==> src/rtl/rtc_pkg.sv <==
// Shared definitions for the RTC timebase: FSM states, output mode encoding and
// the default terminal count for a 100 MHz system clock.
package rtc_pkg;

    typedef enum logic [1:0] {
        StIdle = 2'd0,
        StRun  = 2'd1,
        StHold = 2'd2
    } rtc_state_e;

    localparam logic MODE_TOGGLE = 1'b0;
    localparam logic MODE_PULSE  = 1'b1;

    localparam int unsigned DEF_MAX_100MHZ = 500000;

endpackage

==> src/rtl/rtc_tick_counter.sv <==
// Wrapping elapsed-tick counter with count enable and synchronous clear.
module rtc_tick_counter #(
    parameter int unsigned TICK_W = 16
) (
    input  logic              i_sclk,
    input  logic              i_reset_n,
    input  logic              i_clear,
    input  logic              i_enb,
    output logic [TICK_W-1:0] o_count
);

    logic [TICK_W-1:0] count_q, count_d;

    always_comb begin
        count_d = count_q;
        if (i_clear) begin
            count_d = '0;
        end else if (i_enb) begin
            count_d = count_q + TICK_W'(1);
        end
    end

    always_ff @(posedge i_sclk or negedge i_reset_n) begin
        if (!i_reset_n) begin
            count_q <= '0;
        end else begin
            count_q <= count_d;
        end
    end

    assign o_count = count_q;

endmodule

==> src/rtl/rtc_timebase_gen.sv <==
// Programmable RTC period generator: counts 1..act_max, emits a tick per rollover
// and supports deferred (shadowed) reloads of the terminal count while running.
module rtc_timebase_gen
    import rtc_pkg::*;
#(
    parameter int unsigned CNT_W   = 19,
    parameter int unsigned DEF_MAX = DEF_MAX_100MHZ,
    parameter int unsigned TICK_W  = 16
) (
    input  logic              i_sclk,
    input  logic              i_reset_n,
    input  logic              i_timerenb,
    input  logic              i_clear,
    input  logic              i_load,
    input  logic [CNT_W-1:0]  i_max_count,
    input  logic              i_mode,
    output logic              o_basetick,
    output logic              o_tickpulse,
    output logic [CNT_W-1:0]  o_count,
    output logic [TICK_W-1:0] o_tickcnt,
    output logic              o_loaderr
);

    rtc_state_e state_q, state_d;

    logic [CNT_W-1:0] count_q, count_d;
    logic [CNT_W-1:0] act_max_q, act_max_d;
    logic [CNT_W-1:0] shadow_q, shadow_d;
    logic             pend_q, pend_d;
    logic             basetick_q, basetick_d;
    logic             tickpulse_q, tickpulse_d;
    logic             loaderr_q, loaderr_d;
    logic             mode_q;
    logic             run, rollover, load_ok;

    always_ff @(posedge i_sclk or negedge i_reset_n) begin
        if (!i_reset_n) begin
            state_q <= StIdle;
        end else begin
            state_q <= state_d;
        end
    end

    always_comb begin
        state_d = state_q;
        unique case (state_q)
            StIdle:  if (i_timerenb)  state_d = StRun;
            StRun:   if (!i_timerenb) state_d = StHold;
            StHold:  if (i_timerenb)  state_d = StRun;
            default: state_d = StIdle;
        endcase
        if (i_clear) state_d = StIdle;
    end

    // Counting follows the state being entered, so enabling from IDLE counts on the
    // same edge. ">=" guards against a counter left above a max loaded while held.
    assign run      = (state_d == StRun);
    assign rollover = run && (count_q >= act_max_q);
    assign load_ok  = i_load && (i_max_count >= CNT_W'(2));

    always_comb begin
        count_d     = count_q;
        act_max_d   = act_max_q;
        shadow_d    = shadow_q;
        pend_d      = pend_q;
        basetick_d  = basetick_q;
        tickpulse_d = rollover;
        loaderr_d   = i_load && !load_ok;

        if (load_ok) shadow_d = i_max_count;

        if (i_clear) begin
            count_d    = CNT_W'(1);
            basetick_d = 1'b0;
            pend_d     = 1'b0;
            if (load_ok)     act_max_d = i_max_count;
            else if (pend_q) act_max_d = shadow_q;
        end else if (run) begin
            if (rollover) begin
                count_d = CNT_W'(1);
                pend_d  = 1'b0;
                if (load_ok)     act_max_d = i_max_count;
                else if (pend_q) act_max_d = shadow_q;
            end else begin
                count_d = count_q + CNT_W'(1);
                if (load_ok) pend_d = 1'b1;
            end
        end else if (load_ok) begin
            act_max_d = i_max_count;
            pend_d    = 1'b0;
        end

        if (!i_clear) begin
            if (i_mode != mode_q) begin
                basetick_d = 1'b0;
            end else if (mode_q == MODE_PULSE) begin
                basetick_d = rollover;
            end else if (rollover) begin
                basetick_d = ~basetick_q;
            end
        end
    end

    always_ff @(posedge i_sclk or negedge i_reset_n) begin
        if (!i_reset_n) begin
            count_q     <= CNT_W'(1);
            act_max_q   <= CNT_W'(DEF_MAX);
            shadow_q    <= CNT_W'(DEF_MAX);
            pend_q      <= 1'b0;
            basetick_q  <= 1'b0;
            tickpulse_q <= 1'b0;
            loaderr_q   <= 1'b0;
            mode_q      <= MODE_TOGGLE;
        end else begin
            count_q     <= count_d;
            act_max_q   <= act_max_d;
            shadow_q    <= shadow_d;
            pend_q      <= pend_d;
            basetick_q  <= basetick_d;
            tickpulse_q <= tickpulse_d;
            loaderr_q   <= loaderr_d;
            mode_q      <= i_mode;
        end
    end

    rtc_tick_counter #(
        .TICK_W (TICK_W)
    ) u_tick_counter (
        .i_sclk    (i_sclk),
        .i_reset_n (i_reset_n),
        .i_clear   (i_clear),
        .i_enb     (rollover),
        .o_count   (o_tickcnt)
    );

    assign o_basetick  = basetick_q;
    assign o_tickpulse = tickpulse_q;
    assign o_count     = count_q;
    assign o_loaderr   = loaderr_q;

endmodule

==> config.mk <==
export PLATFORM = sky130hd
export DESIGN_NAME = rtc_timebase_gen
export DESIGN_NICKNAME = d
export VERILOG_FILES = /design/src/rtl/rtc_pkg.sv /design/src/rtl/rtc_tick_counter.sv /design/src/rtl/rtc_timebase_gen.sv
export SDC_FILE = /design/constraint.sdc
export NUM_CORES = 1
export LEC_CHECK = 0
export ABC_AREA = 1
export CAP_MARGIN = 30
export CORE_ASPECT_RATIO = 0.5
export CORE_MARGIN = 2
export CORE_UTILIZATION = 50
export CTS_CLUSTER_SIZE = 30
export DETAILED_ROUTE_END_ITERATION = 10
export GPL_ROUTABILITY_DRIVEN = 0
export PLACE_DENSITY_LB_ADDON = 0.1
export SYNTH_ARGS = -nofsm -noshare
export SYNTH_HDL_FRONTEND = slang
export SYNTH_SLANG_ARGS = --single-unit
==> constraint.sdc <==
create_clock -name i_sclk -period 2 [get_ports i_sclk]
set_clock_uncertainty 0.1 [all_clocks]
set_input_delay 0.5 -clock i_sclk [delete_from_list [all_inputs] [get_ports i_sclk]]
set_output_delay 0.5 -clock i_sclk [all_outputs]
set_load 0.005 [all_outputs]
* After elaboration in Yosys (flattened, before gate mapping)
Index checks and enable logic that the tools add are counted.
** Cells by class
- Add/sub/neg operators :: 2
- Magnitude comparators :: 2
- Eq/ne operators :: 5
- Mux-type cells :: 25
- Bitwise logic cells :: 1
- Reduce and logical (&&, ||, !) cells :: 12
** Operators by type and width (number)
- two-way mux 19 bit :: 9
- two-way mux 16 bit :: 2
- adder 19 x 1 -> 19 bit, second input constant :: 1
- greater-or-equal comparator 19 bit :: 1
- greater-or-equal comparator 19 x 2 -> 1 bit, second input constant :: 1
- adder 16 x 1 -> 16 bit, second input constant :: 1
- two-way mux 1 bit :: 10
- two-way mux 2 bit :: 3
- nonzero test 3 bit :: 2
- == test 2 x 1 -> 1 bit, second input constant :: 2
- case mux 2 bit (2 select lines) :: 1
- AND reduction 2 bit :: 2
- nonzero test 2 bit :: 2
- logical AND 1 bit :: 3
- != test 3 bit, second input constant :: 1
- == test 2 bit, second input constant :: 1
- logical NOT 2 bit :: 1
- OR reduction 2 bit :: 1
- logical NOT 1 bit :: 1
- != test 1 bit :: 1
- NOT 1 bit :: 1
** Word-level totals
- Register bits after elaboration :: 80
- Input bits :: 25
- Output and inout bits :: 38
- Word-level logic and storage cells :: 57

* Depth between registers and ports, before layout
- Word-level depth :: 10
- Gate-level depth with buffers :: 15
- Gate-level depth less buffers :: 14

* Modules after synthesis
From an unflattened synthesis, not the netlist that was laid out.
** Second synthesis, totals
- Cell total of the unflattened synthesis :: 672
- Area, all modules :: 4888.4 µm²
** By module, submodules not included
- rtc_timebase_gen :: instances 1, cells an instance 543, area each 3965.1 µm², seq. area each 1620.3 µm²
- rtc_tick_counter :: instances 1, cells an instance 129, area each 923.4 µm², seq. area each 400.4 µm²

* Least setup slack after synthesis
No wires, ideal clock.
- Path kind :: flip-flop to flip-flop
- From :: register act_max_q[18]
- To :: register u_tick_counter.count_q[7], in the netlist u_tick_counter.o_count[7]
- Setup time :: 0.117 ns
- Arrival :: 1.754 ns
- Required time :: 1.783 ns
- Slack :: 0.029 ns
- Cell stages (with the launch flop) :: 14
- Buffers on the path :: 1
- Period minus slack after synthesis :: 1.971 ns
- Cell sequence :: dfstp_2 -> inv_1 -> ha_1 -> nand2_1 -> nor2_2 -> nand2_1 -> a21oi_1 -> nor2_1 -> nand3_2 -> nand2_4 -> nand2_4 -> buf_6 -> nand2_1 -> nand2_1
** Between the ends
- Cells in the longest elaborated chain, start to end :: 3
** RTL lines
- start, declared :: RTL line rtc_timebase_gen.sv:27 : logic [CNT_W-1:0] act_max_q, act_max_d;
- start signal, assigned :: RTL line rtc_timebase_gen.sv:107 : act_max_q <= CNT_W'(DEF_MAX);
- start signal, assigned :: RTL line rtc_timebase_gen.sv:116 : act_max_q <= act_max_d;
- greater-or-equal comparator 19 bit :: RTL line rtc_timebase_gen.sv:58 : assign rollover = run && (count_q >= act_max_q);
- logical AND 1 bit :: RTL line rtc_timebase_gen.sv:58
- nonzero test 2 bit (no source line)
- end signal, assigned :: RTL line rtc_tick_counter.sv:27 : count_q <= count_d;
- end, declared :: RTL line rtc_tick_counter.sv:12 : logic [TICK_W-1:0] count_q, count_d;
Every way passes these cells.
A chain may end at the register's enable or synchronous reset.

* Worst setup path after layout
- From :: register act_max_q[18]
- To :: register act_max_q[9]
** Between the ends
- Cells in the longest elaborated chain, start to end :: 4
** RTL lines (RTL line)
- greater-or-equal comparator 19 bit :: rtc_timebase_gen.sv:58
- logical AND 1 bit :: rtc_timebase_gen.sv:58
- != test 3 bit (no source line)
- AND reduction 2 bit (no source line)
Every way passes these cells.

==> impl_metrics.prom <==
# TYPE chip_impl_metric gauge
chip_impl_metric{name="cp_num_buf_inv",unit=""} 3
chip_impl_metric{name="cap_violations",unit=""} 0
chip_impl_metric{name="detail_route.vias_per_cell",unit=""} 5.31
chip_impl_metric{name="finalSetupViolations",unit=""} 57
chip_impl_metric{name="pwr_density_cell",unit="mW/mm²"} 654
chip_impl_metric{name="placementRows",unit=""} 25
chip_impl_metric{name="vias_in_the_first_global_route",unit=""} 4446
chip_impl_metric{name="netlist_area",unit="mm²"} 0.00480
chip_impl_info{name="timing.critical_path.max_delay_family",value="simple AND/OR/NAND/NOR gates"} 1
chip_impl_info{name="cp_cell_sequence",value="inv_2 > ha_4 > nand2_4 > nor2_4 > nand2_2 > nor2_4 > nand2_2 > nand4_1 > nand2_2 > buf_6 > buf_16 > nand2_2 > nand2_1"} 1
chip_impl_metric{name="worst_slew_pin_slew",unit="ps"} 477
chip_impl_info{name="cts_tree",value="yes"} 1
chip_impl_metric{name="design.final.nets",unit=""} 850
chip_impl_metric{name="power_frac_comb",unit="%"} 20.9
chip_impl_info{name="run_status",value="finished, violations left"} 1
chip_impl_metric{name="portion_of_the_clock_cycle_consumed_by_the_worst_path_in_the_final_layout",unit="%"} 117
chip_impl_metric{name="coreArea",unit="mm²"} 0.00938
chip_impl_metric{name="grt_first_pass_wirelength",unit="µm"} 21700
chip_impl_metric{name="drt_first_iter_violations",unit=""} 417
chip_impl_info{name="grt_setup_unrepaired",value="yes"} 1
chip_impl_metric{name="drv_slew",unit=""} 0
chip_impl_metric{name="die_height",unit="µm"} 73.3
chip_impl_metric{name="p_clk_share",unit="%"} 40.1
chip_impl_metric{name="drive_above_1_share",unit="%"} 31.0
chip_impl_metric{name="max_stage_delay",unit="ps"} 540
chip_impl_metric{name="grt_antenna_before_repair",unit=""} 0
chip_impl_metric{name="timing.max_slew.rel_slack",unit="%"} 68.2
chip_impl_metric{name="cts_buffers",unit=""} 9
chip_impl_metric{name="final_antenna_net_count",unit=""} 0
chip_impl_metric{name="sw_power",unit="W"} 0.00132
chip_impl_metric{name="timing_hold_violations_final",unit=""} 0
chip_impl_metric{name="remaining_drc_errors",unit=""} 0
chip_impl_info{name="crit_slowest_cell",value="sky130_fd_sc_hd__dfstp_2"} 1
chip_impl_metric{name="synth_seq_cells",unit=""} 80
chip_impl_metric{name="final.hold.worst_slack",unit="ps"} 375
chip_impl_metric{name="detail_route.first_pass.iterations",unit=""} 5
chip_impl_metric{name="clkSinkCount",unit=""} 80
chip_impl_info{name="synth_top_cell_by_area",value="sky130_fd_sc_hd__dfrtp_1"} 1
chip_impl_metric{name="clock_latency_late_sink",unit="ps"} 340
chip_impl_metric{name="leakage",unit="nW"} 3.59
chip_impl_metric{name="crit_fanout",unit=""} 5
chip_impl_metric{name="synth_cell_types",unit=""} 32
chip_impl_info{name="violated_checks",value="setup timing"} 1
chip_impl_info{name="timing.hold.worst.class",value="reg -> reg"} 1
chip_impl_metric{name="cts_htree_levels",unit=""} 3
chip_impl_metric{name="synth_warnings",unit=""} 0
chip_impl_metric{name="clock.fmax",unit="MHz"} 428
chip_impl_metric{name="synth_area_per_cell",unit="µm²"} 7.36
chip_impl_metric{name="irDropWorstVdd",unit="V"} 0.000457
chip_impl_metric{name="syn-num-nets",unit=""} 698
chip_impl_metric{name="seq_area_frac_synth",unit="%"} 42.1
chip_impl_metric{name="timing.final.crit_period",unit="ps"} 2340
chip_impl_metric{name="wl_per_cell",unit="µm"} 15.5
chip_impl_metric{name="vias",unit=""} 4938
chip_impl_metric{name="crit_required",unit="ps"} 2140
chip_impl_metric{name="utilization",unit="%"} 77.2
chip_impl_metric{name="cts-root-to-sink-buffers",unit=""} 2
chip_impl_metric{name="netlist_instances",unit=""} 652
chip_impl_metric{name="port_buffers",unit=""} 62
chip_impl_metric{name="global_route.overflow_total",unit=""} 0
chip_impl_metric{name="num_io_pins",unit=""} 63
chip_impl_info{name="endpoint_kind",value="flop"} 1
chip_impl_info{name="critPathKind",value="reg -> reg"} 1
chip_impl_metric{name="wirelength",unit="µm"} 14400
chip_impl_metric{name="grt_max_degree",unit=""} 54
chip_impl_metric{name="dieWidth",unit="µm"} 143
chip_impl_metric{name="clkTransAtPathRegs",unit="ps"} 60
chip_impl_info{name="cp-start-kind",value="flop"} 1
chip_impl_metric{name="diodes",unit=""} 0
chip_impl_metric{name="worst_ep_arrival_time",unit="ps"} 2470
chip_impl_metric{name="internal-power",unit="W"} 0.00341
chip_impl_metric{name="switching_share",unit="%"} 27.9
chip_impl_info{name="post_synth_main_area_contributors",value="sky130_fd_sc_hd__dfrtp_1, sky130_fd_sc_hd__nand2_1, sky130_fd_sc_hd__dfstp_2"} 1
chip_impl_metric{name="dieArea",unit="mm²"} 0.0104
chip_impl_metric{name="area_growth",unit="%"} 51.0
chip_impl_metric{name="synth.top_cell.area_share",unit="%"} 33.9
chip_impl_metric{name="gr-usage-all-layers",unit="%"} 27.1
chip_impl_info{name="crit_top_cell",value="sky130_fd_sc_hd__nand2_2"} 1
chip_impl_metric{name="finalWorstSetupSlack",unit="ps"} -336
chip_impl_metric{name="part_of_the_total_power_dissipated_in_sequential_elements",unit="%"} 39.0
chip_impl_metric{name="detailedPlacementHpwl",unit="µm"} 9030
chip_impl_metric{name="start_util",unit="%"} 51.1
chip_impl_info{name="clock_root_buffer_master",value="sky130_fd_sc_hd__clkbuf_16"} 1
through the flow:
stage	power (W)	cell area (µm²)	instances	setup TNS, ps	worst slack, ps
3_3_place_gp	0.00256	6010	885	-13090	-314
4_1_cts	0.00460	6740	918	-7870	-189
6_report	0.00473	7240	930	-14070	-336
3_5_place_dp	0.00258	6010	885	-15460	-363
5_1_grt	0.00493	7240	930	-17890	-416
2_1_floorplan	0.00224	4800	652	0	28.9
synthesized netlist by cell type:
| library cell | number |
|---|---|
| sky130_fd_sc_hd__inv_2 | 3 |
| sky130_fd_sc_hd__nand2_4 | 4 |
| sky130_fd_sc_hd__dfrtp_1 | 65 |
| sky130_fd_sc_hd__o21bai_1 | 1 |
| sky130_fd_sc_hd__nor2_2 | 3 |
| sky130_fd_sc_hd__nor3_1 | 9 |
| sky130_fd_sc_hd__nand3_4 | 1 |
| sky130_fd_sc_hd__o22ai_1 | 6 |
| sky130_fd_sc_hd__buf_4 | 2 |
| sky130_fd_sc_hd__a21o_1 | 1 |
| sky130_fd_sc_hd__nand4_1 | 9 |
| sky130_fd_sc_hd__clkbuf_1 | 4 |
| sky130_fd_sc_hd__a21oi_2 | 1 |
| sky130_fd_sc_hd__buf_6 | 5 |
| sky130_fd_sc_hd__a21oi_1 | 9 |
| sky130_fd_sc_hd__xor2_1 | 21 |
| sky130_fd_sc_hd__ha_1 | 21 |
| sky130_fd_sc_hd__buf_2 | 11 |
| sky130_fd_sc_hd__or2_0 | 1 |
| sky130_fd_sc_hd__dfstp_2 | 15 |
| sky130_fd_sc_hd__inv_1 | 64 |
| sky130_fd_sc_hd__buf_1 | 2 |
| sky130_fd_sc_hd__nand3_1 | 57 |
| sky130_fd_sc_hd__o21ai_1 | 8 |
| sky130_fd_sc_hd__o21ai_0 | 36 |
| sky130_fd_sc_hd__nor3b_1 | 1 |
| sky130_fd_sc_hd__clkinv_4 | 1 |
| sky130_fd_sc_hd__nand3_2 | 1 |
| sky130_fd_sc_hd__nand2_1 | 224 |
| sky130_fd_sc_hd__nand2_2 | 1 |
| sky130_fd_sc_hd__nor3_2 | 2 |
| sky130_fd_sc_hd__nor2_1 | 63 |
logic make-up (layout without fill, tap and decap cells):
group                      count (synthesis)  after routing  synth area share (%)
and+or+nand+nor                          376            380                  33.2
DFF                                       80             80                  42.1
xor gates and xnor gates                  21             21                  3.83
adders and majority gates                 21             21                  5.48
AOI/OAI and AO/OA                         62             62                  6.81
buffers and inverters                     92            245                  8.53
registers in the layout (all words and copies together) (netlist names):
register and cells:
act_max_q 19, o_count 19, shadow_q 19, u_tick_counter.o_count 16
state_q 2, mode_q 1, o_basetick 1, o_loaderr 1
o_tickpulse 1, pend_q 1
power by group through the flow:
stage / logic, W / clock network, W / registers (W)
3_3_place_gp: 0.000704 / 0 / 0.00185
5_1_grt: 0.00108 / 0.00199 / 0.00186
4_1_cts: 0.000836 / 0.00193 / 0.00183
3_5_place_dp: 0.000722 / 0 / 0.00185
2_1_floorplan: 0.000412 / 0 / 0.00183
6_report: 0.000990 / 0.00190 / 0.00185
cells in the final DEF (no fill, tap or decap), types with 21 or more instances in the layout:
cell type,netlist,final
sky130_fd_sc_hd__buf_4,2,71
sky130_fd_sc_hd__clkdlybuf4s50_1,0,53
sky130_fd_sc_hd__dfrtp_1,65,63
sky130_fd_sc_hd__inv_1,64,54
sky130_fd_sc_hd__nand2_1,224,176
sky130_fd_sc_hd__nand2_2,1,39
sky130_fd_sc_hd__nand3_1,57,47
sky130_fd_sc_hd__nor2_1,63,43
sky130_fd_sc_hd__o21ai_0,36,31
sky130_fd_sc_hd__xor2_1,21,21
cell type report:
type	count	area [µm²]
multi-input cells	484	2880
fillers	655	2140
flip-flops and latches	80	2020
repair buffers	161	1590
inverters	68	260
clock buffers	11	233
well taps	121	151
clock inverters	5	105
final timing paths:
| path | start | end | slack (ps) | depth (start not counted) |
|---|---|---|---|---|
| setup / recovery | act_max_q[18] | act_max_q[9] | -340 | 13 |
| hold / removal | act_max_q[17] | act_max_q[17] | 370 | 2 |
| setup reg to reg | act_max_q[18] | act_max_q[9] | -340 | 13 |
| hold reg to reg | act_max_q[17] | act_max_q[17] | 370 | 2 |
| max in group asynchronous | i_reset_n | shadow_q[8] | 750 | 3 |
| min in group asynchronous | i_reset_n | u_tick_counter.o_count[10] | 450 | 2 |
tightest hold or removal path, cell delays in order, from the launching register on:
cell and delay (ps):
sky130_fd_sc_hd__dfstp_2 370, sky130_fd_sc_hd__nand2_2 60, sky130_fd_sc_hd__nand2_2 40
routing by layer:
layer / track usage, % / routed length (µm) / share of wire [%]
met1: 36.6 / 6370 / 44
met2: 44.1 / 6790 / 47
met3: 6.13 / 947 / 6.6
met4: 8.36 / 329 / 2.3
met5: 0 / 0 / 0
repair_timing:
item,CTS,global route
setup buffers,7,14
gates resized for setup,48,117
endpoints found under the setup margin,58,73
hold endpoints to repair,12,0
cloned,9,1
hold buffers,1,0
pin swaps,12,32
No activity file was read; power rests on OpenSTA's default activity.
